--- src/rtl/axis_stall_watchdog.sv ---
// axis_stall_watchdog
// Qualifies a kernel deadlock: at least one channel must be stuck, and no
// channel may be doing work, for THRESHOLD consecutive sampled edges before
// a deadlock is declared. On declaration the stuck-channel vector is
// captured. The stall duration keeps counting (saturating) until a clear.
module axis_stall_watchdog #(
  parameter int NUM_CH    = 2,
  parameter int THRESHOLD = 16,
  parameter int CNT_W     = 16
) (
  input  logic              kernel_monitor_clock,
  input  logic              kernel_monitor_reset_n,
  input  logic              enable,
  input  logic              clear,
  input  logic [NUM_CH-1:0] axis_block_sigs,
  input  logic [NUM_CH-1:0] inst_block_sigs,
  input  logic [NUM_CH-1:0] inst_idle_sigs,
  output logic              block,
  output logic              block_pulse,
  output logic [NUM_CH-1:0] block_chan,
  output logic [CNT_W-1:0]  stall_cycles,
  output logic [1:0]        state
);

  // Encoding is fixed so the state reads the same in every waveform viewer.
  typedef enum logic [1:0] {
    WATCH    = 2'd0,
    SUSPECT  = 2'd1,
    DEADLOCK = 2'd2
  } state_t;

  localparam logic [CNT_W-1:0] CNT_MAX   = '1;
  localparam logic [CNT_W-1:0] CNT_ONE   = CNT_W'(1);
  localparam logic [CNT_W-1:0] THRESH_M1 = CNT_W'(THRESHOLD - 1);
  localparam logic [CNT_W-1:0] THRESH_V  = CNT_W'(THRESHOLD);

  state_t            cur_state;
  logic [NUM_CH-1:0] stuck;
  logic [NUM_CH-1:0] quiet;
  logic              raw;
  logic [CNT_W-1:0]  stall_inc;

  assign state = cur_state;

  // A channel is quiet when it is either stuck or idle. The stall condition
  // needs at least one stuck channel and no channel making progress.
  assign stuck = axis_block_sigs | inst_block_sigs;
  assign quiet = stuck | inst_idle_sigs;
  assign raw   = (|stuck) & (&quiet);

  // The stall counter saturates instead of wrapping, so a long episode never
  // reads back as a short one.
  assign stall_inc = (stall_cycles == CNT_MAX) ? stall_cycles : stall_cycles + CNT_ONE;

  // Qualification FSM. Clear overrides every state. DEADLOCK can only be
  // left through clear or reset.
  always_ff @(posedge kernel_monitor_clock or negedge kernel_monitor_reset_n) begin
    if (!kernel_monitor_reset_n) begin
      cur_state    <= WATCH;
      stall_cycles <= '0;
      block        <= 1'b0;
      block_pulse  <= 1'b0;
      block_chan   <= '0;
    end else if (clear) begin
      cur_state    <= WATCH;
      stall_cycles <= '0;
      block        <= 1'b0;
      block_pulse  <= 1'b0;
      block_chan   <= '0;
    end else begin
      block_pulse <= 1'b0;
      case (cur_state)
        WATCH: begin
          if (enable && raw) begin
            cur_state    <= SUSPECT;
            stall_cycles <= CNT_ONE;
          end else begin
            stall_cycles <= '0;
          end
        end
        SUSPECT: begin
          if (!enable || !raw) begin
            cur_state    <= WATCH;
            stall_cycles <= '0;
          end else if (stall_cycles == THRESH_M1) begin
            cur_state    <= DEADLOCK;
            stall_cycles <= THRESH_V;
            block        <= 1'b1;
            block_pulse  <= 1'b1;
            block_chan   <= stuck;
          end else begin
            stall_cycles <= stall_inc;
          end
        end
        DEADLOCK: begin
          if (raw) begin
            stall_cycles <= stall_inc;
          end
        end
        default: begin
          cur_state    <= WATCH;
          stall_cycles <= '0;
        end
      endcase
    end
  end

endmodule

--- config.mk ---
export PLATFORM = sky130hd
export DESIGN_NAME = axis_stall_watchdog
export DESIGN_NICKNAME = d
export VERILOG_FILES = /design/src/rtl/axis_stall_watchdog.sv
export SDC_FILE = /design/constraint.sdc
export NUM_CORES = 1
export LEC_CHECK = 0
export ABC_AREA = 1
export BUFFER_PORTS_ARGS = -buffer_cell sky130_fd_sc_hd__buf_4
export CAP_MARGIN = 20
export CORE_ASPECT_RATIO = 1.2
export CORE_UTILIZATION = 36
export CTS_BUF_LIST = sky130_fd_sc_hd__clkbuf_4 sky130_fd_sc_hd__clkbuf_8 sky130_fd_sc_hd__clkbuf_16
export CTS_CLUSTER_SIZE = 40
export DETAILED_ROUTE_END_ITERATION = 10
export PLACE_DENSITY_LB_ADDON = 0.2
export SYNTH_ARGS = -nofsm -noshare
export SYNTH_HDL_FRONTEND = slang
export SYNTH_SLANG_ARGS = --single-unit
--- constraint.sdc ---
create_clock -name kernel_monitor_clock -period 1.8 [get_ports kernel_monitor_clock]
set_clock_uncertainty 0.1 [all_clocks]
set_input_delay 0.18 -clock kernel_monitor_clock [delete_from_list [all_inputs] [get_ports kernel_monitor_clock]]
set_output_delay 0.18 -clock kernel_monitor_clock [all_outputs]
set_load 0.01 [all_outputs]
# Word-level counts from Yosys, hierarchy flattened
# Index checks and enable logic that the tools add are counted.
[op_classes]
add_sub_neg = 1
eq_ne = 9
muxes = 24
bitwise = 3
n_reduce_logical = 11
[ops]
columns = ["cell", "count"]
rows = [
  ["$mux 16", 5],
  ["$pmux 16 s3", 1],
  ["$add 16x1->16 const B", 1],
  ["$eq 16x16->1 const B", 1],
  ["$eq 16x4->1 const B", 1],
  ["$mux 2", 8],
  ["$mux 1", 9],
  ["$ne 3x3->1 const B", 2],
  ["$pmux 2 s3", 1],
  ["$reduce_and 3->1", 2],
  ["$ne 2x2->1 const B", 2],
  ["$ne 4x4->1 const B", 1],
  ["$or 2x2->2", 2],
  ["$reduce_bool 2->1", 2],
  ["$eq 2x1->1 const B", 1],
  ["$eq 2x2->1 const B", 1],
  ["$logic_not 1->1", 2],
  ["$logic_not 2->1", 1],
  ["$reduce_and 2->1", 1],
  ["$reduce_or 2->1", 1],
  ["$and 1x1->1", 1],
  ["$logic_and 1x1->1", 1],
  ["$logic_or 1x1->1", 1],
]
[word_totals]
reg_bits = 22
input_bits = 10
output_inout_bits = 22
elab_cells = 53

# Longest topological paths before layout
[depth]
word_depth = 9
mapped_depth = 12
ltp_nobuf = 12

# Worst setup path before layout
# OpenSTA, ideal clock, no wires.
[synth_timing]
path_type = "reg2reg"
from = "register stall_cycles[0]"
to = "register stall_cycles[3]"
setup_ns = 0.118
arrival_time_ns = 1.514
required_ns = 1.582
slack_ns = 0.068
path_stages_with_launch = 13
path_buffers = 0
period_less_slack_ns = 1.732
path_cell_list = "dfrtp_1 ha_1 nand2_1 nor2_4 nand2_4 nor2_8 nand2_4 nand2_4 inv_4 nand2_1 nand2_1 nand2_1 nor2_2"
[synth_between]
elab_chain_cells = 6
word_cells_on_any_way = 9
cone_classes = "add/sub (1); eq/ne (2); mux (6)"
[synth_rtl]
columns = ["item", "line_no", "rtl"]
rows = [
  ["from (decl)", "21", "output logic [CNT_W-1:0] stall_cycles,"],
  ["from (signal assigned)", "92", "stall_cycles <= stall_inc;"],
  ["from (signal assigned)", "97", "stall_cycles <= stall_inc;"],
  ["$add 16x1->16 / $eq 16x16->1 (equally long branches)", "53", "assign stall_inc = (stall_cycles == CNT_MAX) ? stall_cycles : stall_cycles + CNT_ONE;"],
  ["$mux 16", "53", ""],
  ["$mux 16", "85", "end else if (stall_cycles == THRESH_M1) begin"],
  ["$mux 16", "82", "if (!enable || !raw) begin"],
  ["$pmux 16 s3 (*)", "72", "case (cur_state)"],
  ["$mux 16 (*)", "64", "end else if (clear) begin"],
]
# Every way passes the cells marked *; elsewhere a longest branch is shown, timed or not. The select of a mux whose other input is x is not followed.
# A chain may end at the register's enable or synchronous reset.

# Worst setup path after layout
[layout_timing]
from = "register stall_cycles[1]"
to = "register stall_cycles[0]"
[layout_between]
elab_chain_cells = 6
word_cells_on_any_way = 8
cone_classes = "eq/ne (2); mux (6)"
[layout_rtl]
columns = ["item", "line_no"]
rows = [
  ["$eq 16x16->1", "53"],
  ["$mux 16", "53"],
  ["$mux 16", "85"],
  ["$mux 16", "82"],
  ["$pmux 16 s3 (*)", "72"],
  ["$mux 16 (*)", "64"],
]
# Marks and branches as above.

==> flow_summary.toml <==
[outcome]
status = "complete, no violations"

[floorplanning]
boundaryPins = 32
initial_core_util_pct = 38.6
rows = 25
dieArea_um2 = 4630
die_y_um = 74.3
chipWidth_um = 62.3
core_um2 = 4070

[power_and_ir_drop]
combPwrFrac_pct = 9.5
power.switching_mw = 0.248
power_mw = 1.08
seqPwrFrac_pct = 46.5
pwr-share-clk_pct = 44.0
p_int_mw = 0.835
powerDensity_nw_per_um2 = 531
ir_drop_mv = 0.326
swShare_pct = 22.9
cellLeakagePower_nw = 1.06

[layout]
final_nets = 283
drive_gt1_share_pct = 28.4
syn_to_final_growth_pct = 29.9
diodes = 0
fillers = 410
utilization_pct = 50.1

[global_route]
gr-total-overflow = 0
grt_pass1_vias = 1459
gr-usage-all-layers_pct = 18.3
antenna_found_initial = 0
grt_pass1_wl_um = 6670
grt_max_degree = 23

[route]
avgRoutedWirePerCell_um = 12.3
viasPerCell = 4.95
vias = 1609
drc_errors = 0
ant_nets = 0
dr.pass1.iters = 4
drt_wl_total_um = 4010
drt-initial-drc-count = 60

[setup_path]
worstSetupEndpointType = "register"
critPathMaxFanout = 7
cp.arrival_ns = 1.74
r2r_start = "stall_cycles[1]$_DFFE_PN0P_"
reg2reg_depth = 12
crit_path_start_kind = "register"
worst_ep_required_time_ns = 1.86
r2r-end = "stall_cycles[0]$_DFFE_PN0P_"
r2r_setup_slack_ns = 0.12
path_class = "reg2reg"

[timing]
min_period_ns = 1.68
max_freq_mhz = 596
worstMarginPinSlew_ns = 0.313
period_share_pct = 93.2
slew_violations = 0
relSlewSlack_pct = 79.2
hold_violations = 0
setup_viol = 0
fin_ws_ns = 0.122
fin_setup_tns_ns = 0
fin_hold_ws_ns = 0.0837

[logic_synthesis]
ys_ff_latch = 22
yosysWarningCount = 0
ys_types = 26
seq_area_frac_synth_pct = 35.1
synth.avg_cell_area_um2 = 6.91
syn_nets = 238
syn_inst = 227
synth_area_um2 = 1570

[clock_tree]
clock_sinks = 22
clk_pin_slew_ns = 0.09
cts_tree = "yes"
htree_levels = 1
cts_buffer_depth = 2
cts_root_buf = "clkbuf_8"
clkLatencyLatePin_ns = 0.27
numCtsBuffers = 3

[hold_path]
holdCritPathClass = "in2reg"
hold_end = "block_chan[0]$_DFFE_PN0P_"
min_path_cells = 3
hold_path_startpoint = "axis_block_sigs[0]"

[flow_run]
drv_cap = 0

[placement]
gp_congestion = 0.873
hpwl_um = 3070
pre_cts_ws_ns = -0.000123
io_buffers = 31
placed cells by master (no fill, tap or decap), types with 2 or more instances in the layout:
master | netlist | layout
nor2_4 | 3 | 4
nand3_2 | 4 | 5
inv_1 | 20 | 20
nand2_4 | 4 | 4
dfrtp_1 | 22 | 22
nor3_1 | 3 | 3
nand4_1 | 3 | 3
buf_4 | 0 | 38
nand3_1 | 29 | 28
nand2_1 | 75 | 74
nand2_2 | 3 | 4
inv_2 | 6 | 6
nor2_1 | 26 | 26
o21ai_0 | 6 | 6
nor2_2 | 6 | 5
clkbuf_8 | 0 | 3
dlygate4sd3_1 | 0 | 2
o21ai_1 | 6 | 6
final cells by class:
type / count / area, µm² / area share, %
well taps: 54 / 67.6 / 3.31
repair buffers: 40 / 305 / 15.0
inverters: 28 / 108 / 5.28
flip-flops and latches: 22 / 551 / 27.0
clock inverters: 1 / 30.0 / 1.47
clock buffers: 3 / 41.3 / 2.03
multi-input cells: 177 / 936 / 45.9
worst max path at each step:
stage                                      startpoint                     endpoint  slack (ns)  depth (start not counted)
after floorplan           stall_cycles[0]$_DFFE_PN0P_  stall_cycles[3]$_DFFE_PN0P_        0.07                         12
after global placement    stall_cycles[1]$_DFFE_PN0P_         state[1]$_DFFE_PN0P_        0.02                          9
after detailed placement  stall_cycles[1]$_DFFE_PN0P_         state[1]$_DFFE_PN0P_     -0.0001                          9
after CTS                 stall_cycles[1]$_DFFE_PN0P_  stall_cycles[0]$_DFFE_PN0P_        0.02                         12
after global routing      stall_cycles[1]$_DFFE_PN0P_  stall_cycles[0]$_DFFE_PN0P_       -0.01                         12
final                     stall_cycles[1]$_DFFE_PN0P_  stall_cycles[0]$_DFFE_PN0P_        0.12                         12
power groups by stage:
stage / Clock, mW / Combinational [mW] / Sequential [mW]
floorplan: 0 / 0.0458 / 0.515
global placement: 0 / 0.0989 / 0.512
detailed placement: 0 / 0.0992 / 0.512
CTS: 0.483 / 0.104 / 0.502
global route: 0.497 / 0.117 / 0.504
finish: 0.477 / 0.103 / 0.503
Yosys cell counts, drive strengths merged:
cell type / number / area [µm²]
inv: 27 / 104
clkinv: 1 / 3.75
nor2: 36 / 189
nand4: 4 / 40.0
or2: 1 / 6.26
nand2: 82 / 345
ha: 1 / 12.5
nor3: 5 / 41.3
o21ai: 12 / 60.1
nand3: 34 / 203
dfrtp: 22 / 551
a21oi: 1 / 5.00
o2111ai: 1 / 8.76
per-stage QoR:
| step | instances | instance area [µm²] |
|---|---|---|
| final | 325 | 2040 |
| after detailed placement | 317 | 1910 |
| after floorplan | 227 | 1570 |
| after global placement | 317 | 1910 |
| after global routing | 325 | 2040 |
| after CTS | 323 | 2010 |
critical path, stage by stage (launching register included):
cell and delay (ns):
dfrtp_1 0.42, ha_4 0.18, nand2_2 0.08, nor2_4 0.13
nand2_4 0.09, nor2_8 0.12, nand2_4 0.10, nand2_1 0.08
nand2_1 0.05, nand2_1 0.07, nand2_1 0.05, nand2_1 0.05
nand2_1 0.06
state kept, by name, summed over array words and instances (netlist names):
signal,count
stall_cycles,16
block,1
state,2
block_pulse,1
block_chan,2
cells by family after synthesis:
| kind of cell | synth area share (%) |
|---|---|
| and+or+nand+nor | 52.6 |
| buffers and inverters | 6.86 |
| DFF | 35.1 |
| AOI/OAI and AO/OA | 4.70 |
| adders and majority gates | 0.797 |
metal layers:
metal	global-route usage, %	vias to the layer above	wire length (µm)
met2	34.6	41	2110
met1	21.6	749	1670
met5	0	-	0
met4	7.49	0	67
li1	-	811	-
met3	1.53	8	153
repair_timing:
item / CTS / global route
gates cloned: 0 / 0
endpoints found under the hold margin: 23 / 0
endpoints found under the setup margin: 1 / 10
pin swaps: 0 / 0
gates resized for setup: 2 / 3
hold buffers: 2 / 0
setup buffers: 0 / 2
Power figures use the tool's default switching activity.
